--- src/rtl/lvds_pattern_gen_pkg.sv ---
// Shared definitions for the LVDS test-pattern generator: pattern modes,
// colour-bar boundaries and the bar colour table.
package lvds_pattern_gen_pkg;

    typedef enum logic [1:0] {
        MODE_SOLID    = 2'd0,
        MODE_BARS     = 2'd1,
        MODE_GRADIENT = 2'd2,
        MODE_CHECKER  = 2'd3
    } mode_e;

    localparam logic [17:0] RGB_WHITE = 18'h3FFFF;
    localparam logic [17:0] RGB_BLACK = 18'h00000;

    // Left edge of bar k on a line of screen_x pixels (integer division).
    function automatic logic [10:0] bar_bound(input int k, input int screen_x);
        return 11'((k * screen_x) / 8);
    endfunction

    // Bar colours {R,G,B}, white first, black last.
    function automatic logic [17:0] bar_rgb(input logic [2:0] idx);
        logic [17:0] rgb;
        case (idx)
            3'd0:    rgb = {6'd63, 6'd63, 6'd63};
            3'd1:    rgb = {6'd63, 6'd63, 6'd0};
            3'd2:    rgb = {6'd0,  6'd63, 6'd63};
            3'd3:    rgb = {6'd0,  6'd63, 6'd0};
            3'd4:    rgb = {6'd63, 6'd0,  6'd63};
            3'd5:    rgb = {6'd63, 6'd0,  6'd0};
            3'd6:    rgb = {6'd0,  6'd0,  6'd63};
            3'd7:    rgb = {6'd0,  6'd0,  6'd0};
            default: rgb = RGB_BLACK;
        endcase
        return rgb;
    endfunction

endpackage

--- src/rtl/lvds_pattern_gen_word_pack.sv ---
// Bit mapping of RGB666 plus sync/DE into the 21-bit word of the 7:1 LVDS
// transmitter; purely combinational so any upstream video source can reuse it.
module lvds_word_pack (
    input  logic [5:0]  red,
    input  logic [5:0]  green,
    input  logic [5:0]  blue,
    input  logic        hsync,
    input  logic        vsync,
    input  logic        de,
    output logic [20:0] word
);

    assign word = {blue[2], blue[3], blue[4], blue[5], hsync, vsync, de,
                   green[1], green[2], green[3], green[4], green[5], blue[0], blue[1],
                   red[0], red[1], red[2], red[3], red[4], red[5], green[0]};

endmodule

--- src/rtl/lvds_pattern_gen.sv ---
// Two-stage test-pattern generator feeding the LVDS serializer: stage 1 registers
// timing and pixel/line counters, stage 2 registers the pattern colour.
module lvds_pattern_gen
    import lvds_pattern_gen_pkg::*;
#(
    parameter int SCREEN_X    = 1366,
    parameter int SCREEN_Y    = 768,
    parameter int CHECK_SHIFT = 6
) (
    input  logic        clk,
    input  logic        rst,
    input  logic        de_in,
    input  logic        hsync_in,
    input  logic        vsync_in,
    input  logic [1:0]  mode_in,
    input  logic [17:0] solid_rgb,
    output logic [5:0]  red_out,
    output logic [5:0]  green_out,
    output logic [5:0]  blue_out,
    output logic        de_out,
    output logic        hsync_out,
    output logic        vsync_out,
    output logic [20:0] video_data,
    output logic        frame_start,
    output logic        line_err
);

    logic        de1_r, hs1_r, vs1_r, frame_start_r, line_err_r;
    logic [10:0] x_r;
    logic [9:0]  y_r;
    mode_e       mode_r;
    logic [17:0] solid_r;
    logic        de2_r, hs2_r, vs2_r;
    logic [17:0] rgb2_r;

    logic        vs_rise_s, de_fall_s, line_err_s;
    logic [10:0] x_next_s;
    logic [9:0]  y_next_s;
    logic [2:0]  bar_idx_s;
    logic [17:0] pat_s, pix_s;

    // Edge detection and next-state of the pixel/line counters and line check.
    always_comb begin
        vs_rise_s = vsync_in & ~vs1_r;
        de_fall_s = de1_r & ~de_in;
        if (!de_in || !de1_r) begin
            x_next_s = 11'd0;
        end else if (x_r == 11'h7FF) begin
            x_next_s = x_r;
        end else begin
            x_next_s = x_r + 11'd1;
        end
        if (vs_rise_s) begin
            y_next_s = 10'd0;
        end else if (de_fall_s && (y_r < 10'(SCREEN_Y - 1))) begin
            y_next_s = y_r + 10'd1;
        end else begin
            y_next_s = y_r;
        end
        // x holds run length minus one at the falling edge; saturation forces a mismatch.
        line_err_s = line_err_r | (de_fall_s & (x_r != 11'(SCREEN_X - 1)));
    end

    // Stage 1: timing registers, counters and per-frame configuration latch.
    always_ff @(posedge clk or negedge rst) begin
        if (!rst) begin
            de1_r         <= 1'b0;
            hs1_r         <= 1'b0;
            vs1_r         <= 1'b0;
            frame_start_r <= 1'b0;
            line_err_r    <= 1'b0;
            x_r           <= 11'd0;
            y_r           <= 10'd0;
            mode_r        <= MODE_SOLID;
            solid_r       <= 18'd0;
        end else begin
            de1_r         <= de_in;
            hs1_r         <= hsync_in;
            vs1_r         <= vsync_in;
            frame_start_r <= vs_rise_s;
            line_err_r    <= line_err_s;
            x_r           <= x_next_s;
            y_r           <= y_next_s;
            if (vs_rise_s) begin
                mode_r  <= mode_e'(mode_in);
                solid_r <= solid_rgb;
            end
        end
    end

    // Colour selection from stage-1 position and latched mode; blanking forces black.
    always_comb begin
        bar_idx_s = 3'd0;
        for (int k = 1; k < 8; k++) begin
            bar_idx_s = bar_idx_s + {2'b00, (x_r >= bar_bound(k, SCREEN_X))};
        end
        case (mode_r)
            MODE_SOLID:    pat_s = solid_r;
            MODE_BARS:     pat_s = bar_rgb(bar_idx_s);
            MODE_GRADIENT: pat_s = {x_r[9:4], x_r[9:4], x_r[9:4]};
            MODE_CHECKER:  pat_s = (x_r[CHECK_SHIFT] ^ y_r[CHECK_SHIFT]) ? RGB_WHITE : RGB_BLACK;
            default:       pat_s = RGB_BLACK;
        endcase
        if (de1_r) begin
            pix_s = pat_s;
        end else begin
            pix_s = RGB_BLACK;
        end
    end

    // Stage 2: colour and timing registered together so they stay aligned.
    always_ff @(posedge clk or negedge rst) begin
        if (!rst) begin
            de2_r  <= 1'b0;
            hs2_r  <= 1'b0;
            vs2_r  <= 1'b0;
            rgb2_r <= 18'd0;
        end else begin
            de2_r  <= de1_r;
            hs2_r  <= hs1_r;
            vs2_r  <= vs1_r;
            rgb2_r <= pix_s;
        end
    end

    assign red_out     = rgb2_r[17:12];
    assign green_out   = rgb2_r[11:6];
    assign blue_out    = rgb2_r[5:0];
    assign de_out      = de2_r;
    assign hsync_out   = hs2_r;
    assign vsync_out   = vs2_r;
    assign frame_start = frame_start_r;
    assign line_err    = line_err_r;

    lvds_word_pack u_pack (
        .red   (rgb2_r[17:12]),
        .green (rgb2_r[11:6]),
        .blue  (rgb2_r[5:0]),
        .hsync (hs2_r),
        .vsync (vs2_r),
        .de    (de2_r),
        .word  (video_data)
    );

endmodule

--- config.mk ---
export PLATFORM = sky130hd
export DESIGN_NAME = lvds_pattern_gen
export DESIGN_NICKNAME = d
export VERILOG_FILES = /design/src/rtl/lvds_pattern_gen_pkg.sv /design/src/rtl/lvds_pattern_gen_word_pack.sv /design/src/rtl/lvds_pattern_gen.sv
export SDC_FILE = /design/constraint.sdc
export NUM_CORES = 1
export LEC_CHECK = 0
export ABC_AREA = 1
export CORE_MARGIN = 2
export CORE_UTILIZATION = 45
export DETAILED_ROUTE_END_ITERATION = 8
export PLACE_DENSITY_LB_ADDON = 0.3
export REMOVE_ABC_BUFFERS = 1
export SLEW_MARGIN = 20
export SYNTH_ARGS = -nofsm -noshare
export SYNTH_HDL_FRONTEND = slang
export SYNTH_SLANG_ARGS = --single-unit
--- constraint.sdc ---
create_clock -name clk -period 3.43 [get_ports clk]
set_input_delay 0.343 -clock clk [delete_from_list [all_inputs] [get_ports clk]]
set_output_delay 0.343 -clock clk [all_outputs]
set_load 0.005 [all_outputs]
Word level (Yosys, flattened, before mapping)
Memory sizes are Yosys's and may differ from the RTL's.
Cells that the tools add are included.
{"block": "classes", "addsub": 8, "n_lt_le_gt_ge": 8, "n_eq_ne": 6, "muxes": 7, "bitwise_logic": 7, "n_reduce_logical": 6}
{"op": "$pmux 18 s4", "n": 1}
{"op": "$mux 18", "n": 2}
{"op": "$ge 11x10->1 const B", "n": 3}
{"op": "$ge 11x11->1 const B", "n": 2}
{"op": "$mux 11", "n": 2}
{"op": "$mux 10", "n": 2}
{"op": "$add 3x1->3", "n": 4}
{"op": "$add 11x1->11 const B", "n": 1}
{"op": "$eq 11x11->1 const B", "n": 1}
{"op": "$ge 11x8->1 const B", "n": 1}
{"op": "$ge 11x9->1 const B", "n": 1}
{"op": "$ne 11x11->1 const B", "n": 1}
{"op": "$add 10x1->10 const B", "n": 1}
{"op": "$lt 10x10->1 const B", "n": 1}
{"op": "$eq 2x2->1 const B", "n": 2}
{"op": "$add 2x1->3", "n": 1}
{"op": "$and 1x1->1", "n": 3}
{"op": "$add 1x1->2", "n": 1}
{"op": "$eq 2x1->1 const B", "n": 1}
{"op": "$logic_not 1->1", "n": 2}
{"op": "$logic_not 2->1", "n": 1}
{"op": "$ne 2x2->1 const B", "n": 1}
{"op": "$not 1->1", "n": 2}
{"op": "$reduce_bool 2->1", "n": 1}
{"op": "other kinds (4)", "n": 4}
{"block": "word_totals", "regBits": 67, "mem_bits_ro": 144, "in_bits": 25, "out_inout_bits": 44, "word_cells": 56, "memories": 1}
{"memory": "(no name shown)", "depth": 8, "word_bits": 18, "rd": 1, "rd_ports_with_merged_regs": 0, "write_ports": 0, "line_no": "lvds_pattern_gen_pkg.sv:23", "text": "case (idx)"}

Longest topological paths before layout
Gate-level depths: netlist of run 1.
An unclocked memory read counts as a cell.
{"block": "logic_depth", "word_depth": 10, "mapped_depth": 16, "depth_no_buf": 15}

Modules after synthesis
From an unflattened synthesis of run 1, not the netlist that was laid out.
{"block": "hier_totals", "hier_cells": 477, "area_unflattened_um2": 3618.5}
{"mod": "lvds_pattern_gen", "n_inst": 1, "cells_each": 456, "area_per_inst_um2": 3460.8, "seq_area_each_um2": 1676.6}
{"mod": "lvds_word_pack", "n_inst": 1, "cells_each": 21, "area_per_inst_um2": 157.7, "seq_area_each_um2": 0.0}

Worst setup path before layout of run 1
No wires, ideal clock.
{"block": "synth_path", "kind": "flip-flop to flip-flop", "startpoint": "reg x_r[1]", "endpoint": "reg rgb2_r[12]", "setup_ns": 0.064, "t_arrival_ns": 3.380, "required_ns": 3.366, "path_slack_ns": -0.014, "path_stages_with_launch": 16, "n_path_buf": 0, "synth_period_minus_slack_ns": 3.444, "cell_sequence": "dfrtp_1 inv_1 ha_1 nand3_1 nor2_1 nand3_1 nand2_1 nor2_1 fa_1 fa_1 inv_1 fa_1 fa_1 a21oi_1 o21ai_0 inv_1"}
{"block": "synth_between", "elab_chain_cells": 10, "elab_cells_between_ends": 16, "cone_classes": "add/sub: 6; order compare: 7; mux: 2; memory: 1"}
{"element": "start, declared", "line_no": "lvds_pattern_gen.sv:29", "text": "logic [10:0] x_r;"}
{"element": "start signal, assigned", "line_no": "lvds_pattern_gen.sv:82", "text": "x_r <= x_next_s;"}
{"element": "$ge 11x8->1 / $ge 11x9->1 (equally long branches)", "line_no": "lvds_pattern_gen.sv:95", "text": "bar_idx_s = bar_idx_s + {2'b00, (x_r >= bar_bound(k, SCREEN_X))};"}
{"element": "$add 1x1->2", "line_no": "lvds_pattern_gen.sv:95"}
{"element": "$add 2x1->3", "line_no": "lvds_pattern_gen.sv:95"}
{"element": "$add 3x1->3 (3 in a row)", "line_no": "lvds_pattern_gen.sv:95"}
{"element": "$add 3x1->3 *", "line_no": "lvds_pattern_gen.sv:95"}
{"element": "$mem_v2 8x18 *"}
{"element": "$pmux 18 s4 *", "line_no": "lvds_pattern_gen.sv:97", "text": "case (mode_r)"}
{"element": "$mux 18 *", "line_no": "lvds_pattern_gen.sv:104", "text": "if (de1_r) begin"}
{"element": "named net pix_s[12]", "line_no": "lvds_pattern_gen.sv:40", "text": "logic [17:0] pat_s, pix_s;"}
{"element": "end signal, assigned", "line_no": "lvds_pattern_gen.sv:122", "text": "rgb2_r <= pix_s;"}
{"element": "end, declared", "line_no": "lvds_pattern_gen.sv:34", "text": "logic [17:0] rgb2_r;"}
Mark *: on every way through the listed nets, which the timed path passes. The rest lies on a longest branch.
A chain may end at the register's enable or synchronous reset.

Final worst setup path of run 1
{"block": "layout_path", "startpoint": "reg x_r[7]", "endpoint": "reg rgb2_r[15]"}
{"block": "layout_between", "elab_chain_cells": 10, "elab_cells_between_ends": 16, "cone_classes": "add/sub: 6; order compare: 7; mux: 2; memory: 1"}
{"element": "$ge 11x8->1 / $ge 11x9->1 (equally long branches)", "line_no": "lvds_pattern_gen.sv:95"}
{"element": "$add 1x1->2", "line_no": "lvds_pattern_gen.sv:95"}
{"element": "$add 2x1->3", "line_no": "lvds_pattern_gen.sv:95"}
{"element": "$add 3x1->3 (4 in a row)", "line_no": "lvds_pattern_gen.sv:95"}
{"element": "$mem_v2 8x18"}
{"element": "$pmux 18 s4 *", "line_no": "lvds_pattern_gen.sv:97"}
{"element": "$mux 18 *", "line_no": "lvds_pattern_gen.sv:104"}
{"element": "named net pix_s[15]", "line_no": "lvds_pattern_gen.sv:40"}
Marks and branches as above.

==> results of run 1 <==
-- state kept, by name, indices dropped and copies added, names as in the netlist --
signal,cells
vsync_out,1
vs1_r,1
frame_start,1
mode_r,2
solid_r,18
x_r,11
de_out,1
hsync_out,1
hs1_r,1
de1_r,1
y_r,10
rgb2_r,18
line_err,1
-- per-layer routing --
layer | GRT usage | wire, µm | vias up
met3 | 0.0425 | 423 | 16
met2 | 0.351 | 4160 | 88
met1 | 0.278 | 4000 | 1530
li1 | - | - | 1630
met4 | 0.0857 | 189 | 0
met5 | 0 | 0 | -
-- synthesized netlist by cell type, drive strengths merged --
library cell  count  area, µm²
nor2             73        293
o211ai            1       7.51
a21oi            13       83.8
clkbuf            1       3.75
nor3              2       10.0
nand4             8       56.3
buf              34        244
o22ai             1       6.26
nand2           132        508
ha                4       50.1
o21bai            2       15.0
fa                4       80.1
or2               1       6.26
dfrtp            67       1680
a22oi             2       25.0
nand3            25        138
o21ai            43        223
clkinv            2       7.51
inv              53        199
-- metrics by stage --
| stage | hold WS [ns] | util | area [µm²] | worst slack, ns |
|---|---|---|---|---|
| floorplan | 0.0474 | - | 3380 | -0.0208 |
| global placement | 0.339 | 0.574 | 4460 | -0.156 |
| detailed placement | 0.344 | 0.574 | 4460 | -0.264 |
| CTS | 0.0564 | 0.608 | 4730 | 0.0361 |
| global route | 0.0890 | 0.622 | 4830 | -0.116 |
| finish | 0.0437 | 0.622 | 4830 | -0.00792 |
-- cell families after synthesis --
logic type	Yosys count	synth area share
buffers and inverters	90	0.125
AO/OA/AOI/OAI	62	0.0992
adder cells (fa/ha/maj)	8	0.0358
flip-flops	67	0.462
AND/OR/NAND/NOR	241	0.278
-- report_power, final --
part           leakage, nW  switching, W  internal [W]  total, W
logic                 1.45      0.000179      0.000194  0.000373
clock network       0.0802      0.000298      0.000273  0.000572
registers            0.857     0.0000561      0.000868  0.000924
-- cell type report --
type / count / area share
repair buffers: 116 / 0.217
well taps: 102 / 0.0264
clock buffers: 10 / 0.0285
inverters: 55 / 0.0427
multi-input cells: 311 / 0.332
clock inverters: 4 / 0.00596
flip-flops and latches: 67 / 0.348
-- critical path, cell delays in order (launching register included) --
cell	delay, ns
dfrtp_1	0.38
buf_6	0.11
nand3_2	0.07
nor2_2	0.14
nand4_1	0.17
buf_4	0.17
buf_4	0.12
buf_4	0.12
buf_4	0.13
nor2_4	0.07
nor2_2	0.05
fa_1	0.54
inv_2	0.04
fa_2	0.35
fa_2	0.56
a21oi_4	0.09
o21ai_1	0.17
inv_1	0.05
-- worst min-delay path by stage --
stage / startpoint / to / slack [ns] / cells after the start
floorplan: rst / de1_r / 0.05 / 0
global placement: hs1_r / hsync_out / 0.34 / 0
detailed placement: hs1_r / hsync_out / 0.34 / 0
CTS: rst / hsync_out / 0.06 / 1
global route: rst / hs1_r / 0.09 / 1
finish: rst / hsync_out / 0.04 / 1
-- what timing repair did --
item | CTS | global route
endpoints found under the setup margin | 12 | 16
pin swaps | 11 | 19
resized for setup | 20 | 28
setup buffers | 9 | 3
==> results.cfg, run 1 <==
[run_status]
status = complete, but fails checks
violations = negative setup slack

[clock_tree]
cts-root-buf = clkbuf_8
clk_pin_slew_ns = 0.07
cts_tree = yes
clk_latency_ns = 0.35
hold_buffers = 0
cts_buffers = 9
htreeDepth = 3
cts.sinks = 67
cts_buffer_depth = 2

[layout]
final_cell_mix = nand2_1 (128), clkdlybuf4s50_1 (67), nor2_1 (65), dfrtp_1 (65), inv_1 (48)
area_growth_pct = 33.0
layout_commonest_cell = nand2_1
seqCellArea_mm2 = 0.00168
final_nets = 593
multi_input_area_mm2 = 0.00160
final-instance-count-excl-fill = 665
fillerInstances = 697
drive_gt1_frac = 0.190
diodes = 0

[floorplanning]
initial_core_util = 0.468
dieArea_mm2 = 0.00881
die-height_um = 93.8
ios = 69
rows = 32
die_w_um = 93.8
core_mm2 = 0.00777

[sta]
fin_crit_sh = 1.00
period_needed_ns = 3.44
max_freq_mhz = 291
setup_viol = 1
worstMarginPinSlew_ns = 0.759
relSlewSlack = 0.493
finalSetupTns_ns = -0.00792
timing.final.ws_setup_ns = -0.00792
fin_skew_ns = 0.00959
hold_viol = 0
rsz0062_at_grt = true
finalMaxSlewViolations = 0

[logic_synthesis]
ys_warn_count = 0
yosysSeqAreaShare = 0.462
synth_area_mm2 = 0.00363
syn_inst = 468
syn_area_per_cell_um2 = 7.76
synth_cell_types = 32
ys_seq_elements = 67

[placement]
port_buffers = 68
dpl.hpwl_um = 6340
placed_cells = 639
gp_congestion = 0.853

[worst_setup_path]
critPathMaxFanout = 6
crit_path_start_kind = flip-flop
r2r-start = x_r[7]
r2r_setup_slack_ns = -0.008
endpoint_kind = flip-flop
crit_start = x_r[7]
cp-endpoint = rgb2_r[15]
crit_type = reg2reg
crit_required_ns = 3.67
arrival_ns = 3.67
timing.rr.end = rgb2_r[15]
reg2reg_depth = 17

[run]
maxCapViolCount = 0

[grt]
grt_max_degree = 37
antenna_found_initial = 0
overflow = 0
grtUsageTotal = 0.214
grt_pass1_vias = 3236
grt_pass1_wl_um = 14700

[power_and_ir_drop]
p_leak_nw = 2.38
design_power_total_w = 0.00187
power_density_mw_per_mm2 = 387
vdd_drop_max_mv = 0.185

[detailed_routing]
postRouteWirelength_um = 8770
dr.pass1.iters = 5
route.detailed.wl_per_inst_um = 13.2
drt_iter0_markers = 117
ant_nets = 0
dr_total_vias = 3264
post-route-drc-count = 0
viasPerCell = 4.91

[hold_path]
min_path_type = in2async
Power figures use the tool's default switching activity.
==> run 2: changes to the inputs <==
Settings changed: CAP_MARGIN set to 10, DONT_BUFFER_PORTS set to 1.
==> run 2 against run 1 <==
  * The flow now finishes without violations
  * Design area down 14%
  * Count of clock-buffer cells in the layout down 1
  * Critical path depth down 4
  * Combinational power down 39%
  * Sequential power up 1%
  * Highest routed layer unchanged
==> results.cfg, run 2 (synthesis gave the netlist of run 1 again) <==
[run_status]
status = finished clean

[worst_setup_path]
crit_path_start_kind = flip-flop
crit_type = reg2reg
critPathMaxFanout = 6
crit_required_ns = 3.65
endpoint_kind = flip-flop
crit_start = x_r[1]
arrival_ns = 3.62
r2r-start = x_r[1]

[sta]
fin_skew_ns = 0.0169
fin_hold_ws_ns = 0.105
period_needed_ns = 3.40
finalSetupTns_ns = 0
max_freq_mhz = 294
fin_crit_sh = 0.991
rsz0062_at_grt = true
setup_viol = 0
finalMaxSlewViolations = 0
relSlewSlack = 0.459
hold_viol = 0
worstMarginPinSlew_ns = 0.810

[placement]
port_buffers = 0
dpl.hpwl_um = 5860
gp_congestion = 0.896

[power_and_ir_drop]
p_leak_nw = 2.13
vdd_drop_max_mv = 0.186
power_density_mw_per_mm2 = 425

[grt]
grt_pass1_vias = 2939
grt_max_degree = 68
overflow = 0
antenna_found_initial = 0
grt_pass1_wl_um = 14100
grtUsageTotal = 0.204

[detailed_routing]
met2_length_um = 3900
wl_met3_um = 583
viasPerCell = 5.08
drt-met1-wl_um = 3740
dr.pass1.iters = 5
post-route-drc-count = 0
drt_iter0_markers = 192
postRouteWirelength_um = 8380
route.detailed.wl_per_inst_um = 14.0
highest_layer = met4
dr_total_vias = 3033
ant_nets = 0

[clock_tree]
cts.sinks = 67
cts-root-buf = clkbuf_8
cts_tree = yes
cts_buffers = 9
cts_buffer_depth = 2
htreeDepth = 3
clk_latency_ns = 0.35
clk_pin_slew_ns = 0.09

[layout]
diodes = 0
finish.utilization = 0.533
largestRegisters = rgb2_r x18, solid_r x18, x_r x11
final_nets = 523
final_cell_mix = nand2_1 (128), nor2_1 (68), dfrtp_1 (65)
drive_gt1_frac = 0.196
area_growth_pct = 14.0
layout_commonest_cell = nand2_1

[hold_path]
min_path_type = in2reg
hold_start = solid_rgb[3]

[floorplanning]
core_mm2 = 0.00777
die_w_um = 93.8
die-height_um = 93.8
ios = 69
rows = 32
initial_core_util = 0.468
dieArea_mm2 = 0.00881

[run]
maxCapViolCount = 0
run 2: changes by cell type in the layout (fill, tap and decap cells not counted), moves of 2 or more:
cell and change:
o21ai_0 +2, buf_4 -6, o21ai_2 -2, nor2_1 +3
nor2_4 -2, inv_6 +2, clkdlybuf4s50_1 -67, dlygate4sd3_1 +4
run 2: layout make-up:
cell class              count  area (µm²)
inverters                  55         206
clock inverters             7        52.6
well taps                 102         128
repair buffers             46         383
multi-input cells         311        1570
clock buffers               9         124
fillers                   746        3630
flip-flops and latches     67        1680
run 2: stage by stage:
stage          power, W  cell area [µm²]  setup WS [ns]  instances
6_report        0.00176             4140         0.0297        597
5_1_grt         0.00186             4140         -0.146        597
4_1_cts         0.00176             4040         0.0415        591
3_5_place_dp    0.00114             3720         -0.225        563
3_3_place_gp    0.00114             3720         -0.121        563
2_1_floorplan   0.00108             3380        -0.0208        433
run 2: path summary, 6_finish.rpt:
| check | to | slack [ns] | depth (start not counted) |
|---|---|---|---|
| min in group asynchronous | solid_r[7] | 0.55 | 2 |
| worst min register to register | hsync_out | 0.36 | 0 |
| max in group asynchronous | x_r[5] | 2.60 | 2 |
| worst max register to register | rgb2_r[17] | 0.03 | 13 |
| worst max-delay path | rgb2_r[17] | 0.03 | 13 |
| worst min-delay path | solid_r[3] | 0.10 | 2 |
run 2: critical path, cell delays in order, from the launching register on:
cell	delay, ns
dfrtp_1	0.42
buf_4	0.14
ha_1	0.20
nand4_1	0.14
nor2_1	0.06
nor2_1	0.15
fa_1	0.45
fa_1	0.49
inv_1	0.05
fa_2	0.33
fa_2	0.56
a21oi_4	0.09
o21ai_1	0.14
inv_1	0.06
run 2: timing repair:
action / CTS / global route
setup buffers: 10 / 3
resized for setup: 18 / 18
gates cloned: 0 / 0
pin swaps: 10 / 14
setup endpoints to repair: 13 / 18
hold endpoints to repair: 67 / 3
hold buffers: 2 / 3
run 2: report_power, final:
| part | switching, W | internal [W] | leakage [nW] |
|---|---|---|---|
| clock | 0.000330 | 0.000267 | 0.0900 |
| sequential | 0.0000691 | 0.000868 | 0.857 |
| combinational | 0.000144 | 0.0000829 | 1.18 |
| total | 0.000542 | 0.00122 | 2.13 |
run 2: metal layers:
layer,global-route usage,vias up
met5,0,-
met4,0.0761,0
met3,0.0465,12
met2,0.327,104
met1,0.268,1436
li1,-,1481
==> run 3: changes to the inputs <==
Settings changed: PLACE_DENSITY_LB_ADDON 0.3 to not set.
==> run 3 against run 2 <==
  * Non-clock buffer count rose by 10
  * Maximum frequency fell by 0.61%
  * Hold slack got worse by 0.074 ns
  * First-iteration DRC count is 35% higher
  * Largest cell class unchanged
  * Design area up 1.4%
  * Critical path type unchanged
  * Clock skew down 0.0068 ns
  * Core utilization increased by 0.72 points
  * Total power hardly changed
==> results.cfg, run 3 (synthesis gave the netlist of run 1 again) <==
[run_status]
status = finished clean

[floorplanning]
dieArea_mm2 = 0.00881
rows = 32
core_mm2 = 0.00777
die-height_um = 93.8
initial_core_util = 0.468
ios = 69
die_w_um = 93.8

[worst_setup_path]
worstPathCellList = inv_2 -> buf_4 -> o21ai_0 -> nor2_1 -> a21oi_2 -> nor2_2 -> fa_1 -> fa_1 -> inv_1 -> fa_2 -> fa_2 -> a21oi_4 -> o21ai_1 -> inv_1
crit_family = adder cells
crit_path_start_kind = flip-flop
crit_path_top_delay_cell = fa_2
critPathMaxFanout = 6
arrival_ns = 3.65
cp_num_buf_inv = 4
crit_required_ns = 3.66
path_depth = 14
max_stage_delay_ns = 0.56
reg2reg_depth = 14
endpoint_kind = flip-flop
crit_type = reg2reg

[grt]
overflow = 0
grt_use_met3 = 0.0465
grtUsageTotal = 0.214
use_met2 = 0.351
grt_max_degree = 68
grt_pass1_wl_um = 14700
top_usage_layer = met2
global_route.usage.met1 = 0.278
antenna_found_initial = 0
grt_pass1_vias = 3019

[detailed_routing]
route.detailed.wl_per_inst_um = 14.6
ant_nets = 0
dr.pass1.iters = 4
drt_iter0_markers = 259
post-route-drc-count = 0
postRouteWirelength_um = 8850
viasPerCell = 4.99
dr_total_vias = 3030

[clock_tree]
cts-root-buf = clkbuf_8
cts_tree = yes
clk_latency_ns = 0.34
cts_buffer_depth = 2
cts.sinks = 67
htreeDepth = 3
cts_buffers = 9
clk_pin_slew_ns = 0.08

[hold_path]
min_path_type = in2reg
hold_path_depth = 0

[layout]
area_growth_pct = 15.5
drive_gt1_frac = 0.204
diodes = 0
final_cell_mix = nand2_1 (129), nor2_1 (66), dfrtp_1 (65)
final-instance-count-excl-fill = 607
final_nets = 533
layout_commonest_cell = nand2_1
largestRegisters = rgb2_r x18, solid_r x18, x_r x11

[power_and_ir_drop]
design_power_total_w = 0.00176
swShare = 0.311
comb_power_share = 0.126
p_int_w = 0.00121
clockPowerShare = 0.343
power_density_mw_per_mm2 = 420
p_leak_nw = 2.17
p_seq_frac = 0.531
switchingPower_w = 0.000548
vdd_drop_max_mv = 0.199

[sta]
rsz0062_at_grt = true
finalMaxSlewViolations = 0
hold_viol = 0
max_freq_mhz = 292
fin_skew_ns = 0.0101
fin_crit_sh = 0.997
finalSetupTns_ns = 0
relSlewSlack = 0.498
period_needed_ns = 3.42
worstMarginPinSlew_ns = 0.752
setup_viol = 0

[placement]
placed_cells = 574
dpl.hpwl_um = 6230
gp_congestion = 0.930
port_buffers = 0

[run]
maxCapViolCount = 0
## run 3: cell types whose count changed in the layout (fill, tap and decap cells not counted), sizes merged
cell,delta
inv,-1
clkinvlp,+2
buf,+11
dlygate4sd3,-1
clkinv,-1
## run 3: worst reg2reg max path: stages, from the launching register on
cell and delay [ns]:
dfrtp_1 0.44, inv_2 0.08, buf_4 0.14, o21ai_0 0.18, nor2_1 0.09, a21oi_2 0.16
nor2_2 0.06, fa_1 0.45, fa_1 0.48, inv_1 0.05, fa_2 0.34, fa_2 0.56
a21oi_4 0.08, o21ai_1 0.15, inv_1 0.06
## run 3: timing repair
item	4_1_cts	5_1_grt
gates resized for setup	18	11
buffers inserted	8	5
endpoints found under the hold margin	67	2
setup endpoints to repair	12	18
pin swaps	11	15
hold buffers	2	2
## run 3: layout make-up
class	count	area, µm²
Clock buffer	9	124
Clock inverter	7	53.8
Fill cell	733	3570
Inverter	55	206
Multi-Input combinational cell	311	1550
Sequential cell	67	1680
Tap cell	102	128
Timing Repair Buffer	56	452
## run 3: per-stage QoR
stage / util / setup WS [ns] / hold slack, ns / cell area [µm²]
after floorplan: - / -0.0208 / 0.0474 / 3380
after global placement: 0.490 / -0.250 / 0.0487 / 3800
after detailed placement: 0.490 / -0.305 / 0.0489 / 3800
after CTS: 0.529 / 0.00624 / 0.0132 / 4110
after global routing: 0.540 / -0.153 / 0.00975 / 4200
final: 0.540 / 0.00895 / 0.0309 / 4200
## run 3: layer usage
metal / part of all wire / vias to the layer above
met5: 0 / -
met3: 0.059 / 9
li1: - / 1505
met4: 0.013 / 0
met2: 0.49 / 79
met1: 0.44 / 1437
## run 3: power by group through the flow
stage / Sequential [W] / Clock, W / Combinational (W)
final: 0.000935 / 0.000604 / 0.000221
after global placement: 0.000947 / 0 / 0.000192
after global routing: 0.000950 / 0.000649 / 0.000260
after floorplan: 0.000934 / 0 / 0.000144
after detailed placement: 0.000950 / 0 / 0.000196
after CTS: 0.000936 / 0.000610 / 0.000223
## run 3: final timing paths
| check | slack, ns | to | startpoint |
|---|---|---|---|
| setup reg to reg | 0.009 | rgb2_r[13] | x_r[6] |
| min in group asynchronous | 0.55 | vsync_out | rst |
| setup / recovery | 0.009 | rgb2_r[13] | x_r[6] |
| hold reg to reg | 0.36 | hsync_out | hs1_r |
| hold / removal | 0.03 | de1_r | de_in |
| max in group asynchronous | 2.59 | x_r[5] | rst |
